File: config.mk
export PLATFORM = sky130hd
export DESIGN_NAME = fetch_unit_flat
export DESIGN_NICKNAME = d
export VERILOG_FILES = /design/src/rtl/cpu_types_pkg.sv /design/src/rtl/fetch_unit_if.sv /design/src/rtl/fetch_unit.sv /design/src/flat_wrapper.sv
export SDC_FILE = /design/constraint.sdc
export NUM_CORES = 1
export LEC_CHECK = 0
export CAP_MARGIN = 10
export CORE_MARGIN = 3
export CORE_UTILIZATION = 51
export DETAILED_ROUTE_END_ITERATION = 10
export MAX_ROUTING_LAYER = met4
export PLACE_DENSITY_LB_ADDON = 0.1
export REMOVE_ABC_BUFFERS = 1
export SLEW_MARGIN = 10
export SYNTH_ARGS = -nofsm -noshare
export SYNTH_HDL_FRONTEND = slang
export SYNTH_SLANG_ARGS = --single-unit
File: constraint.sdc
create_clock -name clk -period 9.27 [get_ports clk]
set_clock_uncertainty 0.15 [all_clocks]
set_input_delay 1.3905 -clock clk [delete_from_list [all_inputs] [get_ports clk]]
set_output_delay 1.3905 -clock clk [all_outputs]
set_load 0.01 [all_outputs]
File: src/rtl/cpu_types_pkg.sv
// Shared CPU front-end types: machine word, fetch FSM states and the IF/ID payload.
package cpu_types_pkg;

   localparam int unsigned WORD_W = 32;

   typedef logic [WORD_W-1:0] word_t;

   localparam word_t PC_STEP = WORD_W'(4);

   typedef enum logic [1:0] {
      FETCH  = 2'd0,
      HOLD   = 2'd1,
      HALTED = 2'd2
   } fetch_state_t;

   // One fetched instruction together with its link/branch-base address.
   typedef struct packed {
      word_t instr;
      word_t npc;
   } ifid_t;

endpackage

File: src/rtl/fetch_unit_if.sv
// Fetch unit boundary: icache port, hazard/redirect controls and IF/ID outputs.
interface fetch_unit_if;
   import cpu_types_pkg::*;

   logic  ihit;
   word_t iload;
   logic  iREN;
   word_t iaddr;
   logic  stall;
   logic  flush;
   logic  redirect;
   word_t redirect_pc;
   logic  halt;
   word_t instr;
   word_t npc;
   logic  valid;
   word_t fetch_count;

   modport master (
      input  ihit, iload, stall, flush, redirect, redirect_pc, halt,
      output iREN, iaddr, instr, npc, valid, fetch_count
   );

   modport slave (
      output ihit, iload, stall, flush, redirect, redirect_pc, halt,
      input  iREN, iaddr, instr, npc, valid, fetch_count
   );

endinterface

File: src/rtl/fetch_unit.sv
// Instruction fetch stage: PC, one-entry hold buffer for stalled hits, IF/ID latch
// and an accepted-instruction counter, sequenced by a FETCH/HOLD/HALTED FSM.
module fetch_unit
   import cpu_types_pkg::*;
#(
   parameter word_t PC_INIT = 32'h0000_0000
) (
   input  logic          clk,
   input  logic          rst,
   fetch_unit_if.master  fif
);

   fetch_state_t state_q, state_d;
   word_t        pc_q, pc_d;
   ifid_t        ifid_q, ifid_d;
   logic         valid_q, valid_d;
   word_t        count_q, count_d;
   ifid_t        hold_q, hold_d;

   word_t        pc_plus4;

   assign pc_plus4 = pc_q + PC_STEP;

   // State and datapath registers.
   always_ff @(posedge clk or posedge rst) begin
      if (rst) begin
         state_q <= FETCH;
         pc_q    <= PC_INIT;
         ifid_q  <= '0;
         valid_q <= 1'b0;
         count_q <= '0;
         hold_q  <= '0;
      end else begin
         state_q <= state_d;
         pc_q    <= pc_d;
         ifid_q  <= ifid_d;
         valid_q <= valid_d;
         count_q <= count_d;
         hold_q  <= hold_d;
      end
   end

   // Next state: redirect > halt > flush > stall > ihit; HALTED is sticky until reset.
   always_comb begin
      state_d = state_q;
      pc_d    = pc_q;
      ifid_d  = ifid_q;
      valid_d = valid_q;
      count_d = count_q;
      hold_d  = hold_q;

      if (state_q != HALTED) begin
         if (fif.redirect) begin
            pc_d    = fif.redirect_pc;
            hold_d  = '0;
            valid_d = 1'b0;
            state_d = FETCH;
         end else if (fif.halt) begin
            valid_d = 1'b0;
            state_d = HALTED;
         end else if (fif.flush) begin
            valid_d = 1'b0;
            hold_d  = '0;
            state_d = FETCH;
            if (state_q == FETCH && fif.ihit) begin
               pc_d = pc_plus4;
            end
         end else if (fif.stall) begin
            // A hit during a stall is parked so the icache request is not lost.
            if (state_q == FETCH && fif.ihit) begin
               hold_d  = '{instr: fif.iload, npc: pc_plus4};
               pc_d    = pc_plus4;
               state_d = HOLD;
            end
         end else if (state_q == HOLD) begin
            ifid_d  = hold_q;
            valid_d = 1'b1;
            count_d = count_q + WORD_W'(1);
            hold_d  = '0;
            state_d = FETCH;
         end else if (fif.ihit) begin
            ifid_d  = '{instr: fif.iload, npc: pc_plus4};
            valid_d = 1'b1;
            count_d = count_q + WORD_W'(1);
            pc_d    = pc_plus4;
         end else begin
            valid_d = 1'b0;
         end
      end
   end

   assign fif.iREN        = (state_q == FETCH);
   assign fif.iaddr       = pc_q;
   assign fif.instr       = ifid_q.instr;
   assign fif.npc         = ifid_q.npc;
   assign fif.valid       = valid_q;
   assign fif.fetch_count = count_q;

endmodule

File: src/flat_wrapper.sv
// flat-port wrapper written by rule: the top's interface ports become plain ports
module fetch_unit_flat import cpu_types_pkg::*;
#(
   parameter word_t PC_INIT = 32'h0000_0000
)
  (clk, rst, fif_ihit, fif_iload, fif_stall, fif_flush, fif_redirect, fif_redirect_pc, fif_halt, fif_iREN, fif_iaddr, fif_instr, fif_npc, fif_valid, fif_fetch_count);
  fetch_unit_if fif_i ();
  input  logic clk;
  input  logic rst;
  input wire logic [$bits(fif_i.ihit)-1:0] fif_ihit;
  input wire logic [$bits(fif_i.iload)-1:0] fif_iload;
  input wire logic [$bits(fif_i.stall)-1:0] fif_stall;
  input wire logic [$bits(fif_i.flush)-1:0] fif_flush;
  input wire logic [$bits(fif_i.redirect)-1:0] fif_redirect;
  input wire logic [$bits(fif_i.redirect_pc)-1:0] fif_redirect_pc;
  input wire logic [$bits(fif_i.halt)-1:0] fif_halt;
  output wire logic [$bits(fif_i.iREN)-1:0] fif_iREN;
  output wire logic [$bits(fif_i.iaddr)-1:0] fif_iaddr;
  output wire logic [$bits(fif_i.instr)-1:0] fif_instr;
  output wire logic [$bits(fif_i.npc)-1:0] fif_npc;
  output wire logic [$bits(fif_i.valid)-1:0] fif_valid;
  output wire logic [$bits(fif_i.fetch_count)-1:0] fif_fetch_count;
  assign fif_i.ihit = fif_ihit;
  assign fif_i.iload = fif_iload;
  assign fif_i.stall = fif_stall;
  assign fif_i.flush = fif_flush;
  assign fif_i.redirect = fif_redirect;
  assign fif_i.redirect_pc = fif_redirect_pc;
  assign fif_i.halt = fif_halt;
  assign fif_iREN = fif_i.iREN;
  assign fif_iaddr = fif_i.iaddr;
  assign fif_instr = fif_i.instr;
  assign fif_npc = fif_i.npc;
  assign fif_valid = fif_i.valid;
  assign fif_fetch_count = fif_i.fetch_count;
  fetch_unit #(.PC_INIT(PC_INIT)) u_core (.clk(clk), .rst(rst), .fif(fif_i));
endmodule
==> impl_results.md, run 1 <==
- Status: complete, no violations
- Critical-path top delay cell: nor3_4
- Core area: 0.01748 mm^2
- Final core utilization: 67.94%
- Cell Rows: 48
- Remaining global-route overflow: 0
- Post-CTS resize count: 0
- Top_reg_cell synth: dfrtp_1
- Setup TNS: 0 ns
- H-tree Lvls: 4
- Hold path start: u_core.fif.npc[9]
- Post-detailed-route count of antenna-violating nets: 0
- Clk sinks: 195
- FMAX: 205.5 MHz
- Max Cap Violations: 0
- Fin crit period: 4.867 ns
- Hold EP: u_core.fif.npc[9]
- Grt peak-use layer: met2
- N_diodes: 0
- Critical setup path kind: in2reg
- HPWL Detailed: 16.41 mm
- Largest net degree at the start of global routing: 135
- Total Die Area: 0.01968 mm^2
- Worst R2R End: u_core.fif.npc[27]
- Synth-to-layout area growth: 29.12%
- First-pass GRT wire length: 40.45 mm
- Power per cell area: 144.8 mW/mm^2
- Clock Latency Late Sink: 0.43 ns
- Mapped cell area: 0.009196 mm^2
- CTS root buf: clkbuf_16
- Combinational power share: 6.1%
- Yosys reg bits: 195
- Routed vias: 7916
- Initial DRC count: 685
- Final period utilization: 52.50%
- Avg Cell Area, Syn: 9.752 um^2
- CP Data Required Time: 9.46 ns
- Worst EP arrival: 5.06 ns
- Overall routing resource usage: 26.20%
- Min-Delay Path Class: reg2reg
- P_sw: 410.5 uW
- Vias/cell: 5.894
- Commonest non-fill, non-tap cell in the layout: clkdlybuf4s50_1
- Final #Nets: 1178
- Power Internal: 1309 uW
- Post-synth EDFFs: 0
- Tightest Pin Transition: 1.139 ns
- Max incr delay on CP: 0.91 ns
- Worst r2r src: u_core.state_q[1]
- WL final: 24.83 mm
- Cell chain of the critical path: clkdlybuf4s50_1 > nor2_2 > nand2_2 > nor3_4 > buf_4 > nand2_1 > o211ai_1
- Max rail drop VDD: 133.2 uV
- Crit path buf inv count: 2
- Hold Fails Final Rpt: 0
- Fraction of layout cells with a size suffix above 1: 5.993%
- GPL Wtd Cong: 0.8883
- Grt met3 use: 5.258%
- CTS Buf Count: 17
- Post-CTS setup repair buffer count: 0
- DRC: 0
- Clock buffer depth: 2
- Total power: 1719 uW
- Crit path max-delay family: simple AND/OR/NAND/NOR gates
- Max_slew headroom: 23.45%
- TritonCTS clock tree: built
- Die Y: 140.3 um
- Nature of the critical path endpoint: register
- Netlist cell types: 67
- Sequential share of the synthesized area: 53.06%
- Initial antenna violation count: 0
- DR pass1 iterations: 5
- Leak: 0.005130 uW
- Switching share of power: 23.88%
- Starting Density: 52.62%
- Vias in the first global route: 7503
- # port buffers: 200
- Hold path cells: 1
- Critical-path maximum fanout: 71
- WL/cell: 18.49 um
- R2R depth: 6
- Most frequent cells in the layout: 200 x clkdlybuf4s50_1, 195 x dfrtp_1, 148 x nand2_1
- RSZ-0062 raised after global routing: no
- Register share of total power: 50.6%
- I/O pin cnt: 201
- Synth warn: 0
- Slew Limit Fails: 0
- Clock transition at the registers of the reported paths: 0.07 ns
- Asr flop ratio synth: 100.0%
- CP Launch Type: input pin
- Clock network power share: 43.3%
- Met2 Usage GRT: 38.66%
- Die span in x: 140.3 um
- Cell count after synthesis: 943
- CTS Hold Bufs: 0
- R2r setup slk: 5.86 ns
- Finish-stage setup viols: 0
- M1 GR Usage: 36.98%
==> how the worst max path moves through the flow <==
stage            startpoint                         to  depth (start not counted)
3_3_place_gp   fif_redirect         u_core.fif.npc[27]                          7
6_report       fif_redirect         u_core.fif.npc[27]                          7
4_1_cts        fif_redirect         u_core.fif.npc[27]                          7
5_1_grt        fif_redirect         u_core.fif.npc[18]                          7
3_5_place_dp   fif_redirect         u_core.fif.npc[27]                          7
2_1_floorplan           rst  u_core.fif.fetch_count[0]                          1
==> cell families (layout without fill, tap and decap cells) <==
logic type	count (synthesis)	count (layout)	synth area share, %
simple gates	365	365	19.24
mux	3	3	0.3401
buf+inv	83	258	3.973
flops	195	195	53.06
fa+ha+maj	2	2	0.2721
xor+xnor	52	52	4.952
compound gates	243	243	18.16
==> power by group through the flow <==
stage	Combinational, uW	Clock [uW]	Sequential, uW
final	104	745	870
after global routing	115	792	871
after CTS	106	756	869
after detailed placement	105	0	886
after global placement	105	0	886
after floorplan	36.2	0	888
==> layer usage <==
metal  wire [um]  vias to the layer above  share of wire, %
met5           0                        -                 0
met4         524                        0               2.1
met3        2029                       40               8.2
met2       11320                      321                46
met1       10960                     3842                44
li1            -                     3713                 -
==> per-stage QoR <==
stage | worst slack, ns | hold WS [ns] | cells | cell area (um^2)
after floorplan | 2.417 | 0.2995 | 877 | 8895
after global routing | 4.152 | 0.3474 | 1343 | 11870
after global placement | 4.108 | 0.3104 | 1311 | 11280
after CTS | 4.479 | 0.3305 | 1343 | 11870
final | 4.403 | 0.3288 | 1343 | 11870
after detailed placement | 4.025 | 0.3147 | 1311 | 11280
==> flip-flops by register name, indices dropped and copies added (netlist names) <==
signal,flops
u_core.fif.fetch_count,32
u_core.fif.iaddr,32
u_core.fif.instr,32
u_core.fif.npc,32
u_core.fif.valid,1
u_core.hold_q,64
u_core.state_q,2
==> layout make-up <==
class	instances	area, um^2
Inverter	17	71.32
Timing Repair Buffer	209	2069
Fill cell	1392	5603
Clock inverter	13	143.9
Clock buffer	19	452.9
Tap cell	225	281.5
Sequential cell	195	4880
Multi-Input combinational cell	665	3975
==> cell usage after synthesis (8+ instances only) <==
cell type	instances	share of area, %
clkbuf_1	39	1.6
inv_1	16	0.65
and4_1	8	0.76
buf_2	16	0.87
nand4_1	24	1.6
a21oi_1	23	1.3
o211ai_1	10	0.82
a22o_1	40	3.8
nor4_1	10	0.68
xnor2_1	41	3.9
xor2_1	11	1.0
o21ai_0	53	2.9
a21o_1	18	1.5
dfrtp_1	195	53
nor2_1	72	2.9
nor3_1	15	0.82
nand3_1	34	1.9
nand2_1	148	6.0
and3_1	11	0.75
a31oi_1	38	2.6
==> worst reg2reg max path, cell delays in order, from the launching register on <==
cell	delay [ns]
dfrtp_1	0.54
nor2b_1	0.24
a21oi_2	0.11
nor3_4	0.86
buf_4	0.69
nand2_1	0.45
o211ai_1	0.29
No activity file was read; power rests on OpenSTA's default activity.
==> inputs of run 2 (changes only) <==
--- a/config.mk
+++ b/config.mk
@@ -7,7 +7,7 @@
 export LEC_CHECK = 0
 export CAP_MARGIN = 10
 export CORE_MARGIN = 3
-export CORE_UTILIZATION = 51
+export CORE_UTILIZATION = 46
 export DETAILED_ROUTE_END_ITERATION = 10
 export MAX_ROUTING_LAYER = met4
 export PLACE_DENSITY_LB_ADDON = 0.1
==> constraint.sdc (replaced) <==
create_clock -name clk -period 4 [get_ports clk]
set_clock_uncertainty 0.15 [all_clocks]
set_input_delay 0.6 -clock clk [delete_from_list [all_inputs] [get_ports clk]]
set_output_delay 0.6 -clock clk [all_outputs]
set_load 0.01 [all_outputs]
==> impl_results.md, run 2 (synthesis results as in run 1) <==
- Max_slew headroom: 33.30% (+9.9 points)
- Nature of the critical path endpoint: register
- FMAX: 345.0 MHz
- Tightest Pin Transition: 0.9939 ns (-0.1450 ns)
- Post-detailed-route count of antenna-violating nets: 0 (unchanged)
- Min-Delay Path Class: reg2reg
- Initial antenna violation count: 0 (unchanged)
- Post-CTS setup repair buffer count: 0 (unchanged)
- Worst EP arrival: 3.06 ns (-2.00 ns)
- Cell Rows: 51 (+6.3%)
- GPL Wtd Cong: 0.8685 (-2.2%)
- TritonCTS clock tree: built
- Power per cell area: 335.3 mW/mm^2 (+130%)
- Most frequent cells in the layout: 200 x clkdlybuf4s50_1, 195 x dfrtp_1, 148 x nand2_1
- Hold path start: u_core.fif.fetch_count[31]
- Max Cap Violations: 0 (unchanged)
- Multi-input logic area: 0.003975 mm^2 (unchanged)
- Die Y: 147.4 um (+5.1%)
- Fin crit period: 2.898 ns
- Fraction of layout cells with a size suffix above 1: 6.661% (+0.67 points)
- Starting Density: 47.10% (-5.5 points)
- Remaining global-route overflow: 0 (unchanged)
- CTS Hold Bufs: 0 (unchanged)
- # port buffers: 200 (unchanged)
- FF/Latch Area: 0.004880 mm^2 (unchanged)
- Initial DRC count: 485 (-29%)
- Clock transition at the registers of the reported paths: 0.07 ns (about the same)
- Top reg by flops: u_core.hold_q
- Worst R2R End: u_core.fif.iaddr[31]
- N_diodes: 0 (unchanged)
- Largest net degree at the start of global routing: 114 (-16%)
- Register share of total power: 50.0% (-0.6 points)
- R2R depth: 5 (-1)
- Core area: 0.01953 mm^2 (+12%)
- Max rail drop VDD: 284.1 uV (+110%)
- Total Die Area: 0.02173 mm^2 (+10%)
- Critical setup path kind: in2reg
- Hold path cells: 1 (unchanged)
- Hold Fails Final Rpt: 0 (unchanged)
- DRC: 0 (unchanged)
- Die span in x: 147.4 um (+5.1%)
- Power Internal: 3081 uW (+140%)
- Clk sinks: 195 (unchanged)
- Routed vias: 7785 (-1.7%)
- Vias in the first global route: 7542 (+0.52%)
- CTS root buf: clkbuf_16
- Final core utilization: 61.57% (-6.4 points)
- Slew Limit Fails: 0 (unchanged)
- Clock buffer depth: 2 (unchanged)
- Hold EP: u_core.fif.fetch_count[31]
- RSZ-0062 raised after global routing: no
- Critical-path maximum fanout: 22 (-69%)
- Worst r2r src: u_core.fif.iaddr[15]
- Clock network power share: 43.9% (+0.6 points)
- Leak: 0.005187 uW (+1.1%)
- Overall routing resource usage: 24.32% (-1.9 points)
- Vias/cell: 5.597 (-5.0%)
- DR pass1 iterations: 5 (unchanged)
- H-tree Lvls: 4 (unchanged)
- Post-CTS resize count: 0 (unchanged)
- P_sw: 950.1 uW (+130%)
- Status: complete, no violations
- CP Launch Type: input pin
- R2r setup slk: 1.41 ns (-4.45 ns)
- WL final: 25.60 mm (+3.1%)
- Max reg flops: 64 (unchanged)
- First-pass GRT wire length: 41.15 mm (+1.7%)
- Commonest non-fill, non-tap cell in the layout: clkdlybuf4s50_1
- CTS Buf Count: 17 (unchanged)
- Fillers: 1675 (+20%)
- HPWL Detailed: 17.22 mm (+5.0%)
- Switching share of power: 23.57% (-0.31 points)
- Final #Nets: 1186 (+0.68%)
- Finish-stage setup viols: 0 (unchanged)
- Final period utilization: 72.46%
- I/O pin cnt: 201 (unchanged)
- Setup TNS: 0 ns (unchanged)
- WL/cell: 18.41 um (-0.46%)
- Synth-to-layout area growth: 30.73%
- Combinational power share: 6.1% (about the same)
- Clock Latency Late Sink: 0.43 ns (about the same)
- CP Data Required Time: 4.16 ns (-5.30 ns)
## run 2: cell types whose count changed in the layout (fill, tap and decap cells not counted)
cell,before,now
buf_12,0,2
buf_4,9,15
bufinv_16,1,2
clkbuf_8,2,1
clkinv_2,1,2
clkinv_4,2,3
clkinvlp_4,2,1
inv_6,3,2
## run 2: stage by stage
stage	total power, uW	hold slack (ns)	cell area (um^2)	cells	worst slack (ns)
final	4031	0.3204	12020	1391	1.102
after global routing	4179	0.3468	12020	1391	0.9165
after CTS	4074	0.3257	12020	1391	1.160
after detailed placement	2304	0.3132	11410	1359	0.6934
after global placement	2303	0.3096	11410	1359	0.8011
after floorplan	2142	0.2995	8895	877	-2.062
## run 2: worst max-delay path by stage
stage / startpoint / endpoint / slack (ns) / cells after the start
after floorplan: rst / u_core.fif.fetch_count[0] / -2.06 / 1
after global placement: fif_redirect / u_core.fif.iaddr[22] / 0.80 / 6
after detailed placement: fif_redirect / u_core.fif.iaddr[22] / 0.69 / 6
after CTS: fif_redirect / u_core.fif.iaddr[22] / 1.16 / 6
after global routing: fif_redirect / u_core.fif.iaddr[11] / 0.92 / 6
final: fif_redirect / u_core.fif.iaddr[22] / 1.10 / 6
## run 2: area by class of cell
type	count	area share, %
Clock buffer	18	3.653
Clock inverter	14	1.426
Inverter	17	0.5932
Multi-Input combinational cell	665	33.06
Sequential cell	195	40.59
Tap cell	265	2.758
Timing Repair Buffer	217	17.92
## run 2: metal layers
layer	part of all wire, %	vias up	routed length, um	GRT usage [%]
met5	0	-	0	-
met4	1.9	0	484	6.151
met3	5.7	34	1469	5.120
met2	46	258	11800	37.00
met1	46	3761	11850	33.78
li1	-	3732	-	-
## run 2: critical path, cell delays in order
cell and delay (ns):
clkdlybuf4s50_1 0.63, clkinv_1 0.35, o21ai_2 0.27, or3_1 0.65, o21ai_0 0.21, a221o_1 0.34
## run 2: power groups by stage
stage               sequential, uW  clock (uW)  combinational (uW)
finish                        2020        1770                 247
CTS                           2010        1810                 252
detailed placement            2050           0                 250
global route                  2020        1890                 272
floorplan                     2060           0                83.9
global placement              2050           0                 250
==> inputs of run 3 (changes only) <==
==> constraint.sdc (replaced) <==
create_clock -name clk -period 2.3 [get_ports clk]
set_clock_uncertainty 0.15 [all_clocks]
set_input_delay 0.345 -clock clk [delete_from_list [all_inputs] [get_ports clk]]
set_output_delay 0.345 -clock clk [all_outputs]
set_load 0.01 [all_outputs]
==> impl_results.md, run 3 (synthesis results as in run 1) <==
- CP Launch Type: register
- First-pass GRT wire length: 43.48 mm (+5.6%)
- Starting Density: 47.10% (unchanged)
- WL final: 27.21 mm (+6.3%)
- Status: complete, no violations
- Routed vias: 8163 (+4.9%)
- Max_slew headroom: 69.58% (+36 points)
- CTS root buf: clkbuf_16
- Max rail drop VDD: 656.3 uV (+130%)
- Leak: 0.005661 uW (+9.1%)
- Total Die Area: 0.02173 mm^2 (unchanged)
- # port buffers: 200 (unchanged)
- Clock Latency Late Sink: 0.43 ns (about the same)
- Largest net degree at the start of global routing: 66 (-42%)
- Min-Delay Path Class: in2async
- GPL Wtd Cong: 0.9005 (+3.7%)
- Initial antenna violation count: 1 (+1)
- I/O pin cnt: 201 (unchanged)
- Fin crit period: 2.200 ns
- Max reg flops: 64 (unchanged)
- Vias/cell: 5.538 (-1.0%)
- Multi-input logic area: 0.003999 mm^2 (+0.60%)
- Final #Nets: 1269 (+7.0%)
- Post-Place Cells: 1437 (+5.7%)
- Critical-path maximum fanout: 8 (-64%)
- Synth-to-layout area growth: 39.63%
- Most frequent cells in the layout: 200 x clkdlybuf4s50_1, 193 x dfrtp_1, 148 x nand2_1
- Fillers: 1608 (-4.0%)
- Final period utilization: 95.65%
- DR pass1 iterations: 5 (unchanged)
- Overall routing resource usage: 25.73% (+1.4 points)
- Hold Fails Final Rpt: 0 (unchanged)
- Setup TNS: 0 ns (unchanged)
- TritonCTS clock tree: built
- R2r setup slk: 0.12 ns (-1.29 ns)
- Remaining global-route overflow: 0 (unchanged)
- Post-detailed-route count of antenna-violating nets: 0 (unchanged)
- Hold slack: 0.1705 ns (-0.1499 ns)
- Clock transition at the registers of the reported paths: 0.07 ns (about the same)
- H-tree Lvls: 4 (unchanged)
- Die Y: 147.4 um (unchanged)
- Slew Limit Fails: 0 (unchanged)
- RSZ-0062 raised after global routing: no
- Core area: 0.01953 mm^2 (unchanged)
- Finish-stage setup viols: 0 (unchanged)
- Commonest non-fill, non-tap cell in the layout: clkdlybuf4s50_1
- Fin cells: 1474 (+6.0%)
- Fraction of layout cells with a size suffix above 1: 13.41% (+6.7 points)
- Vias in the first global route: 8035 (+6.5%)
- DRC: 0 (unchanged)
- CP Data Required Time: 1.80 ns (-2.36 ns)
- Tightest Pin Transition: 0.4564 ns (-0.5375 ns)
- Worst EP arrival: 1.70 ns (-1.36 ns)
- Cell Rows: 51 (unchanged)
- Power per cell area: 545.2 mW/mm^2 (+63%)
- Die span in x: 147.4 um (unchanged)
- Initial DRC count: 505 (+4.1%)
- Clock buffer depth: 2 (unchanged)
- HPWL Detailed: 19.15 mm (+11%)
- CTS Buf Count: 17 (unchanged)
- WL/cell: 18.46 um (+0.29%)
- Top reg by flops: u_core.hold_q
- Nature of the critical path endpoint: output port
- Clk sinks: 195 (unchanged)
- Critical setup path kind: reg2out
- FF/Latch Area: 0.004882 mm^2 (about the same)
- FMAX: 454.6 MHz
- Max Cap Violations: 0 (unchanged)
run 3: critical path, cell delays in order (launching register included):
cell and delay (ns):
dfrtp_2 0.47, nor2_2 0.16, buf_4 0.13, clkdlybuf4s50_1 0.52
run 3: final cells by class:
class	count	area share [%]
diodes	1	0.01949
clock inverters	11	0.9451
clock buffers	20	3.634
inverters	17	0.5554
multi-input cells	665	31.14
flip-flops and latches	195	38.02
well taps	265	2.582
repair buffers	300	23.10
run 3: power by group:
group | switching (uW) | internal, uW
sequential | 34.6 | 3460
combinational | 229 | 262
clock | 1400 | 1610
total | 1670 | 5330
run 3: routing by layer:
| layer | vias to the layer above | GRT usage [%] | share of wire, % |
|---|---|---|---|
| met5 | - | - | 0 |
| met4 | 0 | 8.155 | 2.1 |
| met3 | 31 | 3.832 | 5.7 |
| met2 | 286 | 39.15 | 46 |
| met1 | 3961 | 36.03 | 46 |
| li1 | 3885 | - | - |
run 3: final timing paths:
| check | from | endpoint | depth (start not counted) |
|---|---|---|---|
| max in group asynchronous | rst | u_core.hold_q[59] | 3 |
| min in group clk | fif_redirect_pc[0] | u_core.fif.iaddr[0] | 3 |
| worst max-delay path | u_core.state_q[1] | fif_iREN | 3 |
| worst max register to register | u_core.fif.fetch_count[1] | u_core.fif.fetch_count[22] | 7 |
| worst min-delay path | rst | u_core.fif.fetch_count[19] | 2 |
| worst min register to register | u_core.fif.fetch_count[31] | u_core.fif.fetch_count[31] | 1 |
run 3: per-stage QoR:
step                      instance area (um^2)  power (uW)  worst slack (ns)  utilization [%]
after global placement                   12190        4053           -0.1494            62.41
after detailed placement                 12190        4055           -0.1783            62.41
after CTS                                12780        7060           0.04601            65.44
after floorplan                           8895        3725            -3.507                -
final                                    12840        7001            0.1001            65.76
after global routing                     12840        7259          0.005086            65.76
run 3: repair_timing:
action / 4_1_cts / 5_1_grt
buffers inserted: 0 / 4
setup endpoints to repair: 1 / 9
hold buffers: 0 / 0
cloned: 0 / 1
gates resized for setup: 2 / 6
